<file path="src/rtl/seq_counter_ctrl.sv">
// Run/pause/step/load controller for the 3-bit sequence counter 1-3-2-6-7-5-4.
// Optional key debounce compiled in with `define SEQ_CTRL_DEBOUNCE_EN.
module seq_counter_ctrl #(
    parameter int unsigned TICK_DIV        = 50000000,
    parameter int unsigned DEBOUNCE_CYCLES = 1000000
) (
    input  logic       CLOCK_50,
    input  logic       RESET,
    input  logic       key_run_n,
    input  logic       key_step_n,
    input  logic       key_load_n,
    input  logic [2:0] load_val,
    output logic [2:0] count,
    output logic       running,
    output logic       step_pulse,
    output logic       load_pulse,
    output logic       illegal
);

    localparam int unsigned PW = (TICK_DIV > 2) ? $clog2(TICK_DIV) : 1;
    localparam logic [PW-1:0] PRESC_LAST = PW'(TICK_DIV - 1);

    typedef enum logic {
        PAUSED  = 1'b0,
        RUNNING = 1'b1
    } state_e;

    state_e        state_q, state_d;
    logic [2:0]    keys_n;
    logic [2:0]    sync1_q, sync2_q;
    logic [2:0]    level;
    logic [2:0]    prev_q, ev_q;
    logic          ev_run, ev_step, ev_load;
    logic [PW-1:0] presc_q, presc_d;
    logic          tick;
    logic          do_load, do_adv;
    logic [2:0]    count_q;
    logic          step_q, load_q, illegal_q;

    function automatic logic [2:0] next_seq(input logic [2:0] v);
        logic [2:0] n;
        case (v)
            3'b001:  n = 3'b011;
            3'b011:  n = 3'b010;
            3'b010:  n = 3'b110;
            3'b110:  n = 3'b111;
            3'b111:  n = 3'b101;
            3'b101:  n = 3'b100;
            3'b100:  n = 3'b001;
            default: n = 3'b001;
        endcase
        return n;
    endfunction

    assign keys_n = {key_load_n, key_step_n, key_run_n};

    always_ff @(posedge CLOCK_50) begin
        if (RESET) begin
            sync1_q <= '1;
            sync2_q <= '1;
        end else begin
            sync1_q <= keys_n;
            sync2_q <= sync1_q;
        end
    end

`ifdef SEQ_CTRL_DEBOUNCE_EN
    localparam int unsigned DBW = (DEBOUNCE_CYCLES > 1) ? $clog2(DEBOUNCE_CYCLES) : 1;
    localparam logic [DBW-1:0] DB_LAST = DBW'(DEBOUNCE_CYCLES - 1);

    logic [2:0]     db_q, db_d;
    logic [DBW-1:0] db_cnt_q [3];
    logic [DBW-1:0] db_cnt_d [3];

    // Level flips only after DEBOUNCE_CYCLES consecutive samples disagree with it.
    always_comb begin
        for (int unsigned i = 0; i < 3; i++) begin
            db_d[i]     = db_q[i];
            db_cnt_d[i] = '0;
            if (sync2_q[i] != db_q[i]) begin
                if (db_cnt_q[i] == DB_LAST) begin
                    db_d[i] = sync2_q[i];
                end else begin
                    db_cnt_d[i] = db_cnt_q[i] + 1'b1;
                end
            end
        end
    end

    always_ff @(posedge CLOCK_50) begin
        if (RESET) begin
            db_q <= '1;
            for (int unsigned i = 0; i < 3; i++) begin
                db_cnt_q[i] <= '0;
            end
        end else begin
            db_q <= db_d;
            for (int unsigned i = 0; i < 3; i++) begin
                db_cnt_q[i] <= db_cnt_d[i];
            end
        end
    end

    assign level = db_q;
`else
    assign level = sync2_q;
`endif

    always_ff @(posedge CLOCK_50) begin
        if (RESET) begin
            prev_q <= '1;
            ev_q   <= '0;
        end else begin
            prev_q <= level;
            ev_q   <= prev_q & ~level;
        end
    end

    assign ev_run  = ev_q[0];
    assign ev_step = ev_q[1];
    assign ev_load = ev_q[2];

    assign tick = (state_q == RUNNING) && (presc_q == PRESC_LAST);

    always_ff @(posedge CLOCK_50) begin
        if (RESET) begin
            state_q <= PAUSED;
        end else begin
            state_q <= state_d;
        end
    end

    always_comb begin
        state_d = state_q;
        if (!ev_load && ev_run) begin
            case (state_q)
                PAUSED:  state_d = RUNNING;
                RUNNING: state_d = PAUSED;
                default: state_d = PAUSED;
            endcase
        end
    end

    // Load beats run toggle beats step/tick; the prescaler restarts whenever it is not free-running.
    always_comb begin
        do_load = ev_load;
        do_adv  = 1'b0;
        presc_d = '0;
        case (state_q)
            PAUSED: begin
                if (!ev_load && !ev_run && ev_step) begin
                    do_adv = 1'b1;
                end
            end
            RUNNING: begin
                if (!ev_load && !ev_run) begin
                    if (tick) begin
                        do_adv = 1'b1;
                    end else begin
                        presc_d = presc_q + 1'b1;
                    end
                end
            end
            default: ;
        endcase
    end

    always_ff @(posedge CLOCK_50) begin
        if (RESET) begin
            count_q   <= 3'b001;
            step_q    <= 1'b0;
            load_q    <= 1'b0;
            illegal_q <= 1'b0;
            presc_q   <= '0;
        end else begin
            step_q  <= do_adv;
            load_q  <= do_load;
            presc_q <= presc_d;
            if (do_load) begin
                if (load_val == 3'b000) begin
                    count_q   <= 3'b001;
                    illegal_q <= 1'b1;
                end else begin
                    count_q   <= load_val;
                    illegal_q <= 1'b0;
                end
            end else if (do_adv) begin
                count_q <= next_seq(count_q);
            end
        end
    end

    assign count      = count_q;
    assign running    = (state_q == RUNNING);
    assign step_pulse = step_q;
    assign load_pulse = load_q;
    assign illegal    = illegal_q;

endmodule

</file>
<file path="config.mk">
export PLATFORM = sky130hd
export DESIGN_NAME = seq_counter_ctrl
export DESIGN_NICKNAME = d
export VERILOG_FILES = /design/src/rtl/seq_counter_ctrl.sv
export SDC_FILE = /design/constraint.sdc
export NUM_CORES = 1
export LEC_CHECK = 0
export CORE_ASPECT_RATIO = 0.8
export CORE_MARGIN = 10
export CORE_UTILIZATION = 60
export DETAILED_ROUTE_END_ITERATION = 12
export PLACE_DENSITY = 0.8
export SLEW_MARGIN = 20
export SYNTH_ARGS = -nofsm -noshare
export SYNTH_HDL_FRONTEND = slang
export SYNTH_SLANG_ARGS = --single-unit
</file>
<file path="constraint.sdc">
create_clock -name CLOCK_50 -period 3.3 [get_ports CLOCK_50]
set_input_delay 0.495 -clock CLOCK_50 [delete_from_list [all_inputs] [get_ports CLOCK_50]]
set_output_delay 0.495 -clock CLOCK_50 [all_outputs]
set_load 0.02 [all_outputs]
</file>
Yosys cells after proc, flatten, opt, wreduce, memory -nomap -nowiden
Index checks and enable logic that the tools add are counted.
Storage, ports and cells
  flip-flop bits (word level): 45
  bits of input ports: 8
  output and inout port bits: 7
  word-level logic and storage cells: 41
Operators by class
  add/subtract/negate cells: 1
  equality and inequality tests: 7
  muxes and demuxes: 10
  bitwise logic cells: 4
  reductions and logical operators: 9
Operator list (count)
  26-bit by 1-bit adder with 26-bit output, second input constant: 1
  26-bit equality test, second input constant: 1
  3-bit one-hot mux with 6 select lines: 1
  3-bit equality test, second input constant: 3
  3-bit two-way mux: 3
  3-bit by 2-bit equality test with 1-bit output, second input constant: 2
  1-bit logical AND: 4
  1-bit two-way mux: 4
  1-bit one-hot mux with 2 select lines: 2
  4-bit OR reduction: 1
  3-bit AND: 1
  3-bit by 1-bit equality test with 1-bit output, second input constant: 1
  3-bit zero test: 1
  3-bit NOT: 1
  1-bit zero test: 2
  1-bit NOT: 2
  2-bit nonzero test: 1

Logic depth before layout (Yosys ltp)
Gate-level depths: netlist (run 1).
  word-level depth: 7
  mapped depth: 7
  mapped depth without buffers: 6

Worst setup path after synthesis (run 1)
Ideal clock, no wire load.
  path type: reg2reg
  start: register state_q, in the netlist running
  end: register count_q[0], in the netlist count[0]
  setup time: 0.135 ns
  arrival: 1.835 ns
  data required time: 3.165 ns
  path slack: 1.329 ns
  stages on the path, launching flop included: 6
  buffers on the path: 0
  clock period less this slack: 1.971 ns
  path through: dfxtp_1 -> nor3b_1 -> nand4_1 -> or4_1 -> a2111oi_2 -> a221oi_1
On the way
  cells in the longest elaborated chain, start to end: 5
  elaborated cells on any way between the ends: 6
  those cells by class: mux: 3; bitwise: 1; reduce/logical: 2
RTL lines
  from (decl): line 28  | state_e state_q, state_d;
  from (signal assigned): line 129  | state_q <= state_d;
  1-bit logical AND: line 123  | assign tick = (state_q == RUNNING) && (presc_q == PRESC_LAST);
  1-bit two-way mux: line 157  | if (tick) begin
  1-bit two-way mux: line 156  | if (!ev_load && !ev_run) begin
  1-bit one-hot mux with 2 select lines (*): line 149  | case (state_q)
  2-bit nonzero test (no line) (*)
  to (signal assigned): line 184  | count_q <= load_val;
  to (signal assigned): line 188  | count_q <= next_seq(count_q);
  to (decl): line 37  | logic [2:0] count_q;
Mark *: on every way between the ends. The rest lies on a longest branch, timed or not.
A chain may end at the register's enable or synchronous reset.

Final worst setup path (run 1)
  start: register presc_q[0]
  end: register presc_q[2]
On the way
  cells in the longest elaborated chain, start to end: 3
  elaborated cells on any way between the ends: 4
  those cells by class: add/sub: 1; eq/ne: 1; reduce/logical: 2
RTL lines
  from (decl): line 34  | logic [PW-1:0] presc_q, presc_d;
  from (signal assigned): line 178  | presc_q <= presc_d;
  parallel branches: the longest is 3 deep, another holds 26-bit by 1-bit adder with 26-bit output
Several ways; the timed one is not identified.

==> flow_results.xml, run 1 <==
<?xml version="1.0" encoding="UTF-8"?>
<metrics>
  <group name="outcome">
    <metric name="result_of_the_run" unit="">finished clean</metric>
  </group>
  <group name="worst_setup_path">
    <metric name="worst-endpoint-arrival" unit="ns">2.36</metric>
    <metric name="capturing_element_type_of_the_critical_path" unit="">register</metric>
    <metric name="regToRegStartpoint" unit="">presc_q[0]</metric>
    <metric name="timing.critical_path.from_type" unit="">register</metric>
    <metric name="worst-r2r-cell-count" unit="">6</metric>
    <metric name="reg2reg_to" unit="">presc_q[2]</metric>
    <metric name="regToRegSetupSlack" unit="ns">1.12</metric>
    <metric name="critical_path_peak_fanout" unit="">26</metric>
    <metric name="worstSetupPathType" unit="">reg2reg</metric>
    <metric name="cp_data_required_time" unit="ns">3.48</metric>
  </group>
  <group name="finish">
    <metric name="multi_input_area" unit="um^2">860.8</metric>
    <metric name="synthToLayoutAreaGrowth" unit="%">15.83</metric>
    <metric name="final.fill_count" unit="">226</metric>
    <metric name="design.final.nets" unit="">223</metric>
    <metric name="diodes" unit="">0</metric>
    <metric name="layout.area.seq" unit="um^2">900.9</metric>
    <metric name="post-route-util" unit="%">74.33</metric>
    <metric name="final_layout_size_suffix_gt1_share" unit="%">11.16</metric>
  </group>
  <group name="clock_tree">
    <metric name="numClockSinks" unit="">45</metric>
    <metric name="ctsHtreeMaxLevel" unit="">2</metric>
    <metric name="clockBufferDepth" unit="">2</metric>
    <metric name="cts_buffers" unit="">5</metric>
    <metric name="tritoncts" unit="">built</metric>
    <metric name="cts_root_buf" unit="">sky130_fd_sc_hd__clkbuf_8</metric>
    <metric name="path_clk_slew" unit="ns">0.08</metric>
    <metric name="worst_skew_pair.late_latency" unit="ns">0.31</metric>
    <metric name="cts_repair_resizes" unit="">0</metric>
    <metric name="post_cts_hold_buffer_count" unit="">0</metric>
    <metric name="post_cts.repair.setup_buffers" unit="">0</metric>
  </group>
  <group name="synth">
    <metric name="dominantRegCellSynth" unit="">sky130_fd_sc_hd__dfxtp_1</metric>
    <metric name="count_of_unique_library_cells_instantiated_by_yosys" unit="">30</metric>
    <metric name="post_synth_top_area_share" unit="%">50.00</metric>
    <metric name="synth_seq_area_share" unit="%">50.00</metric>
    <metric name="synth-seq-cells" unit="">45</metric>
    <metric name="post_synth_instance_area" unit="mm^2">0.001802</metric>
    <metric name="count_of_flip_flops_with_a_built_in_enable_after_synthesis" unit="">0</metric>
    <metric name="post_syn_nets" unit="">206</metric>
    <metric name="yosys.cell_count.top_type" unit="">sky130_fd_sc_hd__dfxtp_1</metric>
    <metric name="count_of_warnings_emitted_by_yosys" unit="">0</metric>
    <metric name="syn_area_per_cell" unit="um^2">9.146</metric>
    <metric name="synthesis.instances" unit="">197</metric>
    <metric name="async_flop_share" unit="%">0</metric>
    <metric name="synth.largest_area_cell" unit="">sky130_fd_sc_hd__dfxtp_1</metric>
    <metric name="top_cells_by_area_in_the_synthesized_netlist" unit="">sky130_fd_sc_hd__dfxtp_1 (50%), sky130_fd_sc_hd__nor2_1 (9.0%), sky130_fd_sc_hd__xor2_1 (7.8%)</metric>
    <metric name="synth.top_cells.by_count" unit="">sky130_fd_sc_hd__dfxtp_1 (45), sky130_fd_sc_hd__nor2_1 (43), sky130_fd_sc_hd__xor2_1 (16), sky130_fd_sc_hd__nand3_1 (11), sky130_fd_sc_hd__or2_2 (11)</metric>
  </group>
  <group name="route">
    <metric name="routed-via-count" unit="">1369</metric>
    <metric name="route.detailed.drc" unit="">0</metric>
    <metric name="wire_per_inst" unit="um">13.12</metric>
    <metric name="vias_per_cell" unit="">5.411</metric>
    <metric name="drtPass1Iterations" unit="">4</metric>
    <metric name="drt_iter0_drc" unit="">72</metric>
    <metric name="drt.antenna.violating_nets" unit="">0</metric>
    <metric name="wire_length_reported_by_the_detailed_router" unit="mm">3.319</metric>
  </group>
  <group name="floorplanning">
    <metric name="pin_count" unit="">15</metric>
    <metric name="placement_rows" unit="">17</metric>
    <metric name="fp.coreArea" unit="mm^2">0.002808</metric>
    <metric name="start_util" unit="%">64.17</metric>
    <metric name="die_area" unit="mm^2">0.005609</metric>
    <metric name="die_height" unit="um">69.02</metric>
    <metric name="die_w" unit="um">81.27</metric>
  </group>
  <group name="power_and_ir_drop">
    <metric name="leakage" unit="nW">0.7302</metric>
    <metric name="peak_vdd_ir" unit="uV">441.6</metric>
    <metric name="power.density" unit="mW/mm^2">483.6</metric>
  </group>
  <group name="timing">
    <metric name="maxClockFrequency" unit="MHz">457.9</metric>
    <metric name="post-route-min-period" unit="ns">2.184</metric>
    <metric name="worst_slack_on_hold_paths" unit="ns">0.4151</metric>
    <metric name="slew_headroom" unit="%">30.00</metric>
    <metric name="setup_violations" unit="">0</metric>
    <metric name="rsz0062_at_grt" unit="">false</metric>
    <metric name="final.period_utilization" unit="%">66.18</metric>
    <metric name="timing.clock.skew" unit="ns">0.002972</metric>
    <metric name="worst_slew_pin_slew" unit="ns">1.040</metric>
    <metric name="slew_violations" unit="">0</metric>
    <metric name="fin_tns_setup" unit="ns">0</metric>
    <metric name="finalHoldViolations" unit="">0</metric>
  </group>
  <group name="global_routing">
    <metric name="track_usage" unit="%">12.68</metric>
    <metric name="gr-usage-met2" unit="%">19.67</metric>
    <metric name="globalRouteMet3Util" unit="%">4.264</metric>
    <metric name="grt_first_pass_wirelength" unit="mm">5.685</metric>
    <metric name="grt_most_used_layer" unit="">met2</metric>
    <metric name="gr_util_met1" unit="%">14.55</metric>
    <metric name="grt.overflow.total" unit="">0</metric>
    <metric name="maximum_number_of_pins_on_one_net_before_global_route_repair" unit="">27</metric>
    <metric name="vias_in_the_first_global_route" unit="">1314</metric>
    <metric name="grt_antenna_before_repair" unit="">0</metric>
  </group>
  <group name="worst_hold_path">
    <metric name="startpoint_of_the_tightest_hold_check_path" unit="">prev_q[0]</metric>
    <metric name="worstHoldEndpoint" unit="">ev_q[0]</metric>
    <metric name="timing.hold.worst_path_depth" unit="">2</metric>
    <metric name="min_path_type" unit="">reg2reg</metric>
  </group>
  <group name="placed_design">
    <metric name="gp_congestion" unit="">0.8037</metric>
    <metric name="dp.final_hpwl" unit="mm">2.420</metric>
    <metric name="buffers_added_on_ports" unit="">14</metric>
  </group>
  <group name="flow_run">
    <metric name="cap_viol_max_count" unit="">0</metric>
  </group>
</metrics>
## through the flow
step	cell area (um^2)	setup WS, ns	std cells	power, mW
2_1_floorplan	1802	1.329	197	0.5869
3_3_place_gp	1972	1.171	245	0.6033
3_5_place_dp	1972	1.095	245	0.6054
4_1_cts	2087	1.103	253	1.016
5_1_grt	2087	0.8659	253	1.046
6_report	2087	1.116	253	1.009
## sequential cells by signal, indices dropped and copies added, names as in the netlist, named ones only
signal      count
prev_q          3
sync1_q         3
ev_q            3
illegal         1
load_pulse      1
count           2
presc_q        26
running         1
level           3
step_pulse      1
## kinds of logic (layout without fill, tap and decap cells)
family                   after synthesis  after routing  share of synthesized area [%]
AO/OA/AOI/OAI                          8              8                          3.611
flip-flops                            45             45                          50.00
AND/OR/NAND/NOR                      103            103                          28.47
adder cells (fa/ha/maj)                1              1                         0.6943
XOR/XNOR                              25             25                          12.15
buffers and inverters                 10             28                          2.222
multiplexers                           5              5                          2.847
## worst max-delay path by stage
stage          startpoint  cells past startpoint  slack (ns)           to
6_report       presc_q[0]                      6        1.12   presc_q[2]
5_1_grt        presc_q[8]                      5        0.87  presc_q[23]
4_1_cts        presc_q[0]                      6        1.10   presc_q[2]
3_5_place_dp        RESET                      4        1.10   presc_q[2]
3_3_place_gp   presc_q[8]                      5        1.17  presc_q[25]
2_1_floorplan     running                      5        1.33     count[0]
## layout make-up
class	instances	area share (%)
clock buffers	5	3.297
flip-flops and latches	45	43.17
inverters	6	1.079
clock inverters	3	2.218
multi-input cells	142	41.25
well taps	38	2.278
repair buffers	14	6.715
## metal layers
metal | part of all wire (%) | up-vias
li1 | - | 690
met1 | 43 | 638
met2 | 49 | 32
met3 | 5.2 | 9
met4 | 2.7 | 0
met5 | 0 | -
## power by group
part | internal, mW | total (mW) | switching [mW]
clock | 0.226 | 0.417 | 0.191
sequential | 0.550 | 0.555 | 0.00488
combinational | 0.0200 | 0.0372 | 0.0172
total | 0.797 | 1.01 | 0.213
## critical path, stage by stage (launching register included)
cell                       delay [ns]
sky130_fd_sc_hd__dfxtp_1         0.39
sky130_fd_sc_hd__ha_1            0.24
sky130_fd_sc_hd__and3_1          0.24
sky130_fd_sc_hd__nand2b_1        0.10
sky130_fd_sc_hd__or4_1           0.57
sky130_fd_sc_hd__nand3_2         0.40
sky130_fd_sc_hd__nor2_1          0.11
## cells in the final DEF (no fill, tap or decap), types with 5 or more instances in the layout
cell type,Yosys,final
sky130_fd_sc_hd__nand2_1,10,10
sky130_fd_sc_hd__nand3_1,11,11
sky130_fd_sc_hd__clkbuf_8,0,5
sky130_fd_sc_hd__or2_2,11,11
sky130_fd_sc_hd__xor2_1,16,16
sky130_fd_sc_hd__inv_1,6,6
sky130_fd_sc_hd__nor2_1,43,43
sky130_fd_sc_hd__nand4_1,7,7
sky130_fd_sc_hd__dfxtp_1,45,45
sky130_fd_sc_hd__clkdlybuf4s50_1,0,14
sky130_fd_sc_hd__xnor2_1,9,9
Power figures use the tool's default switching activity.
==> inputs of run 2 (changes only) <==
CORE_UTILIZATION = 56   (was 60)
PLACE_DENSITY = 0.75   (was 0.8)
clock period = 2.1 ns   (was 3.3 ns; I/O delays follow)
==> run 2 against run 1 <==
  * Register-to-register slack lost 0.98 ns
  * Power grew 59%
  * Sequential power grew 57%
  * Sequential share of layout area shrank 1.2 points
  * Largest cell class unchanged
  * Clock skew grew 0.0075 ns
  * Worst hold slack gained 0.0011 ns
==> flow_results.xml, run 2 (synthesis gave the netlist of run 1 again) <==
<?xml version="1.0" encoding="UTF-8"?>
<metrics>
  <group name="outcome">
    <metric name="result_of_the_run" unit="">finished clean</metric>
  </group>
  <group name="floorplanning">
    <metric name="die_area" unit="mm^2">0.005900</metric>
    <metric name="fp.coreArea" unit="mm^2">0.003085</metric>
    <metric name="start_util" unit="%">58.39</metric>
    <metric name="placement_rows" unit="">18</metric>
    <metric name="die_height" unit="um">70.74</metric>
    <metric name="die_w" unit="um">83.42</metric>
    <metric name="pin_count" unit="">15</metric>
  </group>
  <group name="global_routing">
    <metric name="grt_antenna_before_repair" unit="">0</metric>
    <metric name="grt.overflow.total" unit="">0</metric>
    <metric name="track_usage" unit="%">11.38</metric>
    <metric name="grt_first_pass_wirelength" unit="mm">5.699</metric>
    <metric name="maximum_number_of_pins_on_one_net_before_global_route_repair" unit="">27</metric>
    <metric name="vias_in_the_first_global_route" unit="">1301</metric>
  </group>
  <group name="timing">
    <metric name="worst_slew_pin_slew" unit="ns">0.2861</metric>
    <metric name="fin_tns_setup" unit="ns">0</metric>
    <metric name="rsz0062_at_grt" unit="">false</metric>
    <metric name="finalHoldViolations" unit="">0</metric>
    <metric name="post-route-min-period" unit="ns">1.961</metric>
    <metric name="setup_violations" unit="">0</metric>
    <metric name="slew_violations" unit="">0</metric>
    <metric name="maxClockFrequency" unit="MHz">510.0</metric>
    <metric name="timing.clock.skew" unit="ns">0.01049</metric>
    <metric name="final.period_utilization" unit="%">93.37</metric>
    <metric name="slew_headroom" unit="%">80.75</metric>
  </group>
  <group name="worst_setup_path">
    <metric name="critical_path_cell_by_cell" unit="">ha_2 &gt; and3_4 &gt; nand2b_1 &gt; or4_1 &gt; a2111oi_2 &gt; a221oi_1</metric>
    <metric name="cp_data_required_time" unit="ns">2.28</metric>
    <metric name="capturing_element_type_of_the_critical_path" unit="">register</metric>
    <metric name="worst_path_largest_cell_delay" unit="ns">0.57</metric>
    <metric name="critical_path_peak_fanout" unit="">3</metric>
    <metric name="worstSetupPathType" unit="">reg2reg</metric>
    <metric name="timing.critical_path.from_type" unit="">register</metric>
    <metric name="regToRegSetupSlack" unit="ns">0.14</metric>
    <metric name="worst-endpoint-arrival" unit="ns">2.14</metric>
    <metric name="cpMaxStageDelayCell" unit="">sky130_fd_sc_hd__or4_1</metric>
  </group>
  <group name="finish">
    <metric name="synthToLayoutAreaGrowth" unit="%">19.31</metric>
    <metric name="biggest_register" unit="">presc_q</metric>
    <metric name="layout.area.seq" unit="um^2">902.1</metric>
    <metric name="diodes" unit="">0</metric>
    <metric name="layout_commonest_cell" unit="">sky130_fd_sc_hd__dfxtp_1</metric>
    <metric name="final_layout_size_suffix_gt1_share" unit="%">14.55</metric>
    <metric name="largest_register_ffs" unit="">26</metric>
    <metric name="layout_common_cells" unit="">sky130_fd_sc_hd__dfxtp_1 (44), sky130_fd_sc_hd__nor2_1 (43), sky130_fd_sc_hd__xor2_1 (16), sky130_fd_sc_hd__clkdlybuf4s50_1 (14)</metric>
    <metric name="multi_input_area" unit="um^2">868.3</metric>
    <metric name="final.fill_count" unit="">206</metric>
    <metric name="design.final.nets" unit="">228</metric>
  </group>
  <group name="power_and_ir_drop">
    <metric name="peak_vdd_ir" unit="uV">583.7</metric>
    <metric name="power.density" unit="mW/mm^2">746.1</metric>
    <metric name="power.share.combinational" unit="%">3.9</metric>
    <metric name="internal-power" unit="mW">1.262</metric>
    <metric name="share_clk_of_total_power" unit="%">41.7</metric>
    <metric name="finalPower" unit="mW">1.604</metric>
    <metric name="sw_frac_of_total" unit="%">21.30</metric>
    <metric name="leakage" unit="nW">0.7621</metric>
    <metric name="switching_power" unit="uW">341.6</metric>
    <metric name="sequentialPowerShare" unit="%">54.4</metric>
  </group>
  <group name="clock_tree">
    <metric name="worst_skew_pair.late_latency" unit="ns">0.30</metric>
    <metric name="clockBufferDepth" unit="">2</metric>
    <metric name="ctsHtreeMaxLevel" unit="">2</metric>
    <metric name="post_cts.repair.setup_buffers" unit="">0</metric>
    <metric name="tritoncts" unit="">built</metric>
    <metric name="cts_root_buf" unit="">sky130_fd_sc_hd__clkbuf_8</metric>
    <metric name="numClockSinks" unit="">45</metric>
    <metric name="path_clk_slew" unit="ns">0.09</metric>
    <metric name="cts_buffers" unit="">5</metric>
  </group>
  <group name="placed_design">
    <metric name="gp_congestion" unit="">0.7566</metric>
    <metric name="buffers_added_on_ports" unit="">14</metric>
    <metric name="dp.final_hpwl" unit="mm">2.451</metric>
  </group>
  <group name="route">
    <metric name="route.met2.wl" unit="mm">1.604</metric>
    <metric name="met3WireLength" unit="um">119</metric>
    <metric name="wl_met1" unit="mm">1.571</metric>
    <metric name="vias_per_cell" unit="">5.131</metric>
    <metric name="drt.antenna.violating_nets" unit="">0</metric>
    <metric name="routed-via-count" unit="">1334</metric>
    <metric name="wire_per_inst" unit="um">12.80</metric>
    <metric name="route.detailed.drc" unit="">0</metric>
    <metric name="wire_length_reported_by_the_detailed_router" unit="mm">3.328</metric>
    <metric name="drt_iter0_drc" unit="">68</metric>
    <metric name="drtPass1Iterations" unit="">4</metric>
    <metric name="top_metal_layer_carrying_routed_signals" unit="">met4</metric>
  </group>
  <group name="worst_hold_path">
    <metric name="min_path_type" unit="">reg2reg</metric>
  </group>
  <group name="flow_run">
    <metric name="cap_viol_max_count" unit="">0</metric>
  </group>
</metrics>
-- run 2: cell types whose count changed in the layout (fill, tap and decap cells not counted) --
| cell | previous run | this run |
|---|---|---|
| sky130_fd_sc_hd__and3_1 | 4 | 3 |
| sky130_fd_sc_hd__and3_4 | 0 | 1 |
| sky130_fd_sc_hd__buf_12 | 0 | 1 |
| sky130_fd_sc_hd__buf_4 | 0 | 4 |
| sky130_fd_sc_hd__clkinv_4 | 1 | 0 |
| sky130_fd_sc_hd__clkinvlp_4 | 1 | 0 |
| sky130_fd_sc_hd__dfxtp_1 | 45 | 44 |
| sky130_fd_sc_hd__dfxtp_2 | 0 | 1 |
| sky130_fd_sc_hd__ha_1 | 1 | 0 |
| sky130_fd_sc_hd__ha_2 | 0 | 1 |
| sky130_fd_sc_hd__inv_6 | 0 | 2 |
-- run 2: routing by layer --
layer	track usage, %	vias to the layer above
met3	3.776	3
met5	0	-
met1	13.40	620
met2	18.84	15
met4	4.453	0
li1	-	696
-- run 2: worst max-delay path, delay by kind of cell (launching register included) --
family / cells / cell delay [ns]
AND/OR/NAND/NOR: 3 / 0.85
AO/OA/AOI/OAI: 2 / 0.41
flip-flops: 1 / 0.36
adder cells (fa/ha/maj): 1 / 0.21
-- run 2: per-stage QoR --
step	cell area, um^2	hold slack (ns)	setup WS, ns	utilization, %	instances
finish	2150	0.4162	0.1392	69.67	260
global route	2150	0.4270	0.01318	69.67	260
CTS	2141	0.4186	0.01081	69.38	260
detailed placement	2024	0.3966	0.03092	65.61	252
global placement	2024	0.3936	0.08204	65.61	252
floorplan	1802	0.3895	0.1293	-	197
-- run 2: final timing paths --
check | startpoint | to | cells past startpoint
worst max register to register | presc_q[1] | count[0] | 6
worst min register to register | sync1_q[2] | level[2] | 1
worst min-delay path | sync1_q[2] | level[2] | 1
worst max-delay path | presc_q[1] | count[0] | 6
-- run 2: repair_timing --
| item | in CTS | in global routing |
|---|---|---|
| gates resized for setup | 0 | 3 |
| endpoints found under the setup margin | 0 | 1 |
| hold buffers | 0 | 0 |
-- run 2: area by class of cell --
type	instances	share of cell area (%)
sequential	45	41.97
clock buffer	5	3.201
clock inverter	3	2.212
tap	40	2.328
multi-input combinational	142	40.40
inverter	6	1.048
timing repair buffer	19	8.847
-- run 2: power by group through the flow --
stage / clock [mW] / combinational [mW] / sequential [mW]
final: 0.669 / 0.0628 / 0.872
after global routing: 0.710 / 0.0699 / 0.874
after CTS: 0.685 / 0.0634 / 0.872
after detailed placement: 0 / 0.0631 / 0.892
after global placement: 0 / 0.0608 / 0.892
after floorplan: 0 / 0.0274 / 0.895
